## config.mk

```make
export PLATFORM = sky130hd
export DESIGN_NAME = spike_rate_decoder
export DESIGN_NICKNAME = d
export VERILOG_FILES = /design/src/rtl/snn_pkg.sv /design/src/rtl/spike_argmax.sv /design/src/rtl/spike_rate_decoder.sv
export SDC_FILE = /design/constraint.sdc
export NUM_CORES = 1
export LEC_CHECK = 0
export CORE_ASPECT_RATIO = 1.1
export CORE_MARGIN = 10
export CORE_UTILIZATION = 30
export CTS_CLUSTER_SIZE = 24
export DETAILED_ROUTE_END_ITERATION = 8
export PLACE_DENSITY = 0.56
export SYNTH_ARGS = -nofsm -noshare
export SYNTH_HDL_FRONTEND = slang
export SYNTH_SLANG_ARGS = --single-unit
```

## constraint.sdc

```tcl
create_clock -name clk -period 2.8 [get_ports clk]
set_input_delay 0.56 -clock clk [delete_from_list [all_inputs] [get_ports clk]]
set_output_delay 0.56 -clock clk [all_outputs]
set_load 0.005 [all_outputs]
```

## src/rtl/snn_pkg.sv

```systemverilog
// Shared definitions for the spiking-network datapath blocks.
//   state_e    : control state of the windowed spike counters
//   DEF_CNT_W  : default per-channel spike counter width
//   DEF_WIN_W  : default window-length / sample-counter width
//   sat_inc    : saturating increment for counters up to 32 bits wide
package snn_pkg;

  typedef enum logic [1:0] {
    ST_IDLE  = 2'd0,
    ST_COUNT = 2'd1,
    ST_HOLD  = 2'd2
  } state_e;

  localparam int DEF_CNT_W = 8;
  localparam int DEF_WIN_W = 8;

  // Increment val, clamping at the all-ones value of a width-bit counter.
  // The caller keeps the low width bits of the result.
  function automatic logic [31:0] sat_inc(input logic [31:0] val, input int width);
    logic [31:0] max_v;
    max_v = (width >= 32) ? 32'hFFFF_FFFF : ((32'd1 << width) - 32'd1);
    return (val >= max_v) ? max_v : (val + 32'd1);
  endfunction

endpackage

```

## src/rtl/spike_argmax.sv

```systemverilog
// Combinational winner search over NUM_CH packed unsigned counts.
//   counts : channel k at bits [k*CNT_W +: CNT_W]
//   winner : index of the largest count, lowest index on a tie
//   tie    : the largest count is held by two or more channels
module spike_argmax #(
  parameter int NUM_CH = 2,
  parameter int CNT_W  = 8,
  parameter int IDX_W  = 1
) (
  input  logic [NUM_CH*CNT_W-1:0] counts,
  output logic [IDX_W-1:0]        winner,
  output logic                    tie
);

  logic [CNT_W-1:0] best;

  // Linear scan: a strictly larger count takes over and clears the tie
  // flag; an equal count keeps the earlier (lower) index and flags a tie.
  always_comb begin
    best   = counts[CNT_W-1:0];
    winner = '0;
    tie    = 1'b0;
    for (int k = 1; k < NUM_CH; k++) begin
      if (counts[k*CNT_W +: CNT_W] > best) begin
        best   = counts[k*CNT_W +: CNT_W];
        winner = IDX_W'(k);
        tie    = 1'b0;
      end else if (counts[k*CNT_W +: CNT_W] == best) begin
        tie = 1'b1;
      end
    end
  end

endmodule

```

## src/rtl/spike_rate_decoder.sv

```systemverilog
// Windowed spike-rate decoder: counts spikes per channel over win_len valid
// samples (saturating), then presents the counts and winning channel on a
// valid/ready result interface.
//   clk, rst          : clock, synchronous active-high reset
//   en                : gates sampling and all state changes except the
//                       result handshake
//   start, win_len    : begin a window of win_len samples (IDLE only)
//   spike_valid/in    : one spike bit per channel per valid sample
//   busy              : window in progress or result pending
//   out_valid/ready   : result handshake
//   out_count         : channel k count at [k*CNT_W +: CNT_W]
//   out_winner/tie    : highest-count channel and shared-maximum flag
module spike_rate_decoder
  import snn_pkg::*;
#(
  parameter int NUM_CH = 2,
  parameter int CNT_W  = DEF_CNT_W,
  parameter int WIN_W  = DEF_WIN_W,
  parameter int IDX_W  = (NUM_CH > 1) ? $clog2(NUM_CH) : 1
) (
  input  logic                    clk,
  input  logic                    rst,
  input  logic                    en,
  input  logic                    start,
  input  logic [WIN_W-1:0]        win_len,
  input  logic                    spike_valid,
  input  logic [NUM_CH-1:0]       spike_in,
  output logic                    busy,
  output logic                    out_valid,
  input  logic                    out_ready,
  output logic [NUM_CH*CNT_W-1:0] out_count,
  output logic [IDX_W-1:0]        out_winner,
  output logic                    out_tie
);

  state_e                  state_q, state_d;
  logic [WIN_W-1:0]        win_q, win_d;
  logic [WIN_W-1:0]        smp_q, smp_d;
  logic [NUM_CH*CNT_W-1:0] cnt_q, cnt_d;
  logic [NUM_CH*CNT_W-1:0] out_count_q, out_count_d;
  logic [IDX_W-1:0]        out_winner_q, out_winner_d;
  logic                    out_tie_q, out_tie_d;
  logic                    out_valid_q, out_valid_d;
  logic                    busy_q, busy_d;

  logic [IDX_W-1:0]        am_winner;
  logic                    am_tie;
  logic [31:0]             inc_w;

  spike_argmax #(
    .NUM_CH (NUM_CH),
    .CNT_W  (CNT_W),
    .IDX_W  (IDX_W)
  ) u_argmax (
    .counts (cnt_q),
    .winner (am_winner),
    .tie    (am_tie)
  );

  always_comb begin
    state_d      = state_q;
    win_d        = win_q;
    smp_d        = smp_q;
    cnt_d        = cnt_q;
    out_count_d  = out_count_q;
    out_winner_d = out_winner_q;
    out_tie_d    = out_tie_q;
    out_valid_d  = out_valid_q;
    inc_w        = '0;

    unique case (state_q)
      ST_IDLE: begin
        if (en && start && (win_len != '0)) begin
          win_d   = win_len;
          smp_d   = '0;
          cnt_d   = '0;
          state_d = ST_COUNT;
        end
      end
      ST_COUNT: begin
        if (en) begin
          // Once the window is full the counters are final; publish them
          // one edge later so the argmax works on registered counts.
          if (smp_q == win_q) begin
            out_count_d  = cnt_q;
            out_winner_d = am_winner;
            out_tie_d    = am_tie;
            out_valid_d  = 1'b1;
            state_d      = ST_HOLD;
          end else if (spike_valid) begin
            smp_d = smp_q + 1'b1;
            for (int k = 0; k < NUM_CH; k++) begin
              if (spike_in[k]) begin
                inc_w = sat_inc(32'(cnt_q[k*CNT_W +: CNT_W]), CNT_W);
                cnt_d[k*CNT_W +: CNT_W] = inc_w[CNT_W-1:0];
              end
            end
          end
        end
      end
      ST_HOLD: begin
        // Handshake is independent of en so a stalled sampler cannot
        // block the consumer.
        if (out_ready) begin
          out_valid_d = 1'b0;
          state_d     = ST_IDLE;
        end
      end
      default: state_d = ST_IDLE;
    endcase

    busy_d = (state_d != ST_IDLE);
  end

  always_ff @(posedge clk) begin
    if (rst) begin
      state_q      <= ST_IDLE;
      win_q        <= '0;
      smp_q        <= '0;
      cnt_q        <= '0;
      out_count_q  <= '0;
      out_winner_q <= '0;
      out_tie_q    <= 1'b0;
      out_valid_q  <= 1'b0;
      busy_q       <= 1'b0;
    end else begin
      state_q      <= state_d;
      win_q        <= win_d;
      smp_q        <= smp_d;
      cnt_q        <= cnt_d;
      out_count_q  <= out_count_d;
      out_winner_q <= out_winner_d;
      out_tie_q    <= out_tie_d;
      out_valid_q  <= out_valid_d;
      busy_q       <= busy_d;
    end
  end

  assign busy       = busy_q;
  assign out_valid  = out_valid_q;
  assign out_count  = out_count_q;
  assign out_winner = out_winner_q;
  assign out_tie    = out_tie_q;

endmodule

```

Word-level counts from Yosys, hierarchy flattened
Cells that the tools add are included.

cells by class
  $add $sub $neg = 3
  eq/ne operators = 12
  order comparisons = 3
  reductions and logical operators = 13
  muxes and demuxes = 26

operator list
  operator                                              count
  2-to-1 mux 16 bit                                     4
  2-to-1 mux 8 bit                                      8
  case mux 16 bit (2 select lines)                      1
  adder 8 x 1 -> 8 bit (second input constant)          3
  equality test 8 bit                                   2
  >= comparator 8 bit (second input constant)           2
  != test 2 bit (second input constant)                 8
  case mux 8 bit (2 select lines)                       1
  AND reduction 6 bit                                   2
  greater-than comparator 8 bit                         1
  2-to-1 mux 2 bit                                      4
  nonzero test 8 bit                                    1
  2-to-1 mux 1 bit                                      6
  case mux 2 bit (3 select lines)                       1
  nonzero test 2 bit                                    3
  AND reduction 5 bit                                   1
  AND reduction 4 bit                                   1
  AND reduction 3 bit                                   1
  equality test 2 x 1 -> 1 bit (second input constant)  1
  equality test 2 bit (second input constant)           1
  logical AND 1 bit                                     2
  zero test 2 bit                                       1
  case mux 1 bit (2 select lines)                       1
  AND reduction 2 bit                                   1

storage, ports and cells
  output and inout port bits = 20
  word-level logic and storage cells = 67
  register bits after elaboration = 54

Logic depth before layout (Yosys ltp)
Gate-level depths: netlist (run 1).

  depth after elaboration = 7
  gate-level depth with buffers = 7
  mapped depth without buffers = 7

Hierarchy
From an unflattened synthesis (run 1), not the netlist that was laid out.

second synthesis, totals
  cells, all modules = 305
  area, all modules = 2,735.1 um^2

modules (own cells, without submodules)
  module              area each (um^2)  times used  cells an instance
  spike_rate_decoder  2,514.9           1           277
  spike_argmax        220.2             1           28

Worst setup path before layout (run 1)
No wires, ideal clock.

  path type = input -> register
  start = input win_len[1]
  end = register smp_q[5]
  slack = 664 ps
  arrival time = 2,077 ps
  required time = 2,741 ps
  stages on the path = 6
  path through = or4_1 > o2111a_1 > buf_6 > nor2_8 > or4b_1 > nand2_1

between the ends
  word-level cells in the longest chain between the ends = 4

ends and longest elaborated chain
  item                           line                       text
  from (decl)                    spike_rate_decoder.sv:25   input logic [WIN_W-1:0] win_len,
  nonzero test 8 bit             spike_rate_decoder.sv:73   if (en && start && (win_len != '0)) begin
  logical AND 1 bit              spike_rate_decoder.sv:73
  != test 2 bit (no line)        n/a
  AND reduction 5 bit (no line)  n/a
  to (signal assigned)           spike_rate_decoder.sv:129  smp_q <= smp_d;
  to (decl)                      spike_rate_decoder.sv:38   logic [WIN_W-1:0] smp_q, smp_d;

Every way passes these cells.
A chain may end at the register's enable or synchronous reset.

Worst setup path in the final report (run 1)
  start = input win_len[5]
  end = register cnt_q[2]

between the ends
  word-level cells in the longest chain between the ends = 4

ends and longest elaborated chain
  item                           line                       text
  nonzero test 8 bit             spike_rate_decoder.sv:73
  logical AND 1 bit              spike_rate_decoder.sv:73
  != test 2 bit (no line)        n/a
  AND reduction 6 bit (no line)  n/a
  to (signal assigned)           spike_rate_decoder.sv:130  cnt_q <= cnt_d;
  to (decl)                      spike_rate_decoder.sv:39   logic [NUM_CH*CNT_W-1:0] cnt_q, cnt_d;

Every way passes these cells.

==> results.md, run 1 <==
- Hold Path Cell Cnt: 2
- Synth async-reset ratio: 0
- Syn Area/Cell: 8.357 um2
- LEAKAGE: 0.001159 uW
- Initial antenna violation count: 0
- Die boundary width: 112.4 um
- Gr busiest metal: met2
- Tightest Hold Check Type: flip-flop to flip-flop
- Clock transition at the registers of the reported paths: 100 ps
- Root Driver: clkbuf_8
- DRT Pass-1 Iters: 4
- Netlist cell types: 53
- Via density: 5.099
- IO Count: 36
- Met1 usage: 0.1192
- TritonCTS clock tree: built
- Max Clock Freq: 397.5 MHz
- CP max stage delay: 540 ps
- Fin worst setup slack: 284.5 ps
- Setup Skew: 9.815 ps
- Maximum vdd drop: 0.2401 mV
- Final core occ: 0.3689
- M2 GR Usage: 0.1841
- Die H: 121.6 um
- Core footprint: 0.009259 mm2
- Crit-path cells: clkdlybuf4s50_1 > or4_4 > o2111a_1 > o22ai_2 > nor2_2 > a221oi_2
- Fillers: 996
- Hold EP: out_tie
- Final Hold Fails: 0
- FF-to-FF Start: state_q[0]
- Starting density of the core: 0.3042
- Syn. warnings: 0
- Dominant synthesized flop cell: dfxtp_1
- Clock period minus worst slack: 2515 ps
- Placed Instances: 485
- HPWL Detailed: 5.379 mm
- Final period util: 0.8984
- Reg-to-reg setup timing slack: 620 ps
- Setup crit end kind: flip-flop
- Iter 0 DRT Violations: 77
- Hold Startpoint: out_tie
- Sequential area share after synthesis: 0.3838
- First-pass GRT wire length: 11.99 mm
- N_diodes: 0
- Critical path required time: 3030 ps
- Final hold slack: 453.0 ps
- RSZ-0062 raised after global routing: false
- Port Buf Inserts: 35
- # setup viols final: 0
- Total track usage: 0.1042
- Slowest-stage cell, CP: or4_4
- Worst setup SP type: primary input
- FF-to-FF End: smp_q[2]
- Critical path arrival: 2750 ps
- Post-synthesis cell area: 0.002816 mm2
- Via count: 2514
- MaxCap Viol Count: 0
- Grt ovf: 0
- Largest net degree at the start of global routing: 51
- Number of global-route vias before repair: 2529
- Die area: 0.01367 mm2
- Outcome: complete, no violations
- PwrDens: 422.8 mW/mm2
- Nets: 402
- Hold buffers post-CTS: 0
- Non-filler cells, final: 493
- Worst Path Max Fanout: 10
- DR DRC count: 0
- Clock Sinks: 54
- WL per Instance: 14.66 um
- Row count: 37
- Max clock buf depth: 2
- Post-CTS Setup Bufs: 0
- Met3 Use GR: 0.02507
- Slew Limit Fails: 0
- Syn_nets: 364
- Post-DRT Antenna Nets: 0
- Layout cells sized above 1: 0.09309
- Pre-CTS setup slack: -39.23 ps
- Worst Tran Pin Value: 610.3 ps
- #FFs+latches synth: 54
- Post-CTS resize count: 0
- Skew-Pair Late Insertion Delay: 310 ps
- Worst Reg-to-Reg Cells: 5
- Synth-to-layout area growth: 21.28%
- CTS H-tree depth: 2
- Number of buffers created by CTS: 5
- EDFF count, synth: 0
- Cells after Synth: 337
- Total Wirelength: 7.225 mm
- Placer Congestion: 0.8048
- Slew margin rel.: 0.5931
- CP Class: primary input to flip-flop
[synth_stat cells (2+ instances only)]
cell type   n  area, um2
or4b_1      2      20.02
nor2_1     17      63.81
nor3_1      5      25.02
xnor2_1     8      70.07
o211ai_1    5      37.54
or2_2       2      12.51
or3_1       6      37.54
a21oi_1    36      180.2
nand2_1    54      202.7
and4_1      6      52.55
mux2i_1    10      100.1
dfxtp_1    54       1081
o2111ai_1   2      17.52
nand2b_1    3      18.77
a32oi_1     3      26.28
nor2_2      2      12.51
buf_2       2      10.01
ha_1       11      137.6
clkbuf_1   12      45.04
buf_6       2      22.52
nor3_2      2      20.02
inv_1      12      45.04
o31ai_1     4      30.03
nand3_1    17      85.08
nor2b_1     3      18.77
and3_1      5      31.28
nand4_1     8      50.05
a211oi_1    2      15.01
o21ai_0    13      65.06
a221oi_2    2      30.03
a21boi_0    2      15.01
a31oi_1     4      25.02
[sequential cells by signal, summed over array words and instances (netlist names)]
| register | count |
|---|---|
| win_q | 8 |
| out_winner | 1 |
| out_count | 16 |
| out_valid | 1 |
| smp_q | 8 |
| state_q | 2 |
| busy | 1 |
| cnt_q | 16 |
| out_tie | 1 |
[layout make-up]
cell class,count,area (um2),area share
Clock inverter,2,12.51,0.003663
Clock buffer,6,82.58,0.02418
Timing Repair Buffer,47,435.4,0.1275
Tap cell,117,146.4,0.04286
Sequential cell,54,1081,0.3165
Multi-Input combinational cell,255,1613,0.4722
Inverter,12,45.04,0.01319
[cells by family (layout without fill, tap and decap cells)]
kind of cell,count (synthesis),count (layout),share of synthesized area
fa+ha+maj,11,11,0.04887
mux,10,10,0.03554
flops,54,54,0.3838
buf+inv,28,67,0.04353
xor+xnor,8,8,0.02488
simple gates,141,141,0.2612
compound gates,85,85,0.2021
[power breakdown]
part	switching, uW	internal, uW	leakage (uW)
Clock	264	199	0.0000472
Sequential	10.1	779	0.000436
Combinational	117	74.7	0.000675
Total	391	1050	0.00116
[cells in the final DEF, fill, tap and decap left out, types with 3 or more instances in the layout]
cell type         n
nand2_1          54
dfxtp_1          54
a21oi_1          36
clkdlybuf4s50_1  34
nand3_1          17
nor2_1           17
o21ai_0          13
inv_1            12
buf_4            12
ha_1             11
mux2i_1          10
xnor2_1           8
nand4_1           8
and4_1            6
or3_1             6
clkbuf_8          6
o211ai_1          5
and3_1            5
nor3_1            5
o31ai_1           4
a31oi_1           4
nand2b_1          3
nor2b_1           3
a32oi_1           3
[critical path, delay by kind of cell]
family,cells,cell delay [ps]
AOI/OAI and AO/OA,3,1090
buffers and inverters,1,420
and+or+nand+nor,2,680
[routing by layer]
metal  part of all wire  up-vias  wire length [um]
met5                  0        -                 0
met4              0.016        0               115
met3              0.042        8               300
met2               0.48       40              3443
met1               0.47     1166              3366
li1                   -     1300                 -
[stage by stage]
step	TNS, ps	cell area, um2	power (uW)
2_1_floorplan	0	2816	927.3
3_3_place_gp	0	3321	996.9
3_5_place_dp	-51.38	3321	999.1
4_1_cts	0	3416	1466
5_1_grt	0	3416	1506
6_report	0	3416	1444
[worst max-delay path by stage]
stage,start,to,slack (ps),cells past startpoint
2_1_floorplan,win_len[1],smp_q[5],660,6
3_5_place_dp,win_len[5],cnt_q[2],-40,6
4_1_cts,win_len[5],cnt_q[2],300,6
3_3_place_gp,win_len[5],cnt_q[6],40,6
6_report,win_len[5],cnt_q[2],280,6
5_1_grt,win_len[2],cnt_q[6],140,6
Power figures use the tool's default switching activity.
==> run 2, diff against run 1 <==
--- a/config.mk
+++ b/config.mk
@@ -5,6 +5,7 @@
 export SDC_FILE = /design/constraint.sdc
 export NUM_CORES = 1
 export LEC_CHECK = 0
+export ABC_CLOCK_PERIOD_IN_PS = 2800
 export CORE_ASPECT_RATIO = 1.1
 export CORE_MARGIN = 10
 export CORE_UTILIZATION = 30
==> results of run 2 <==
The final DEF is identical to that of run 1; final timing and power are the same.
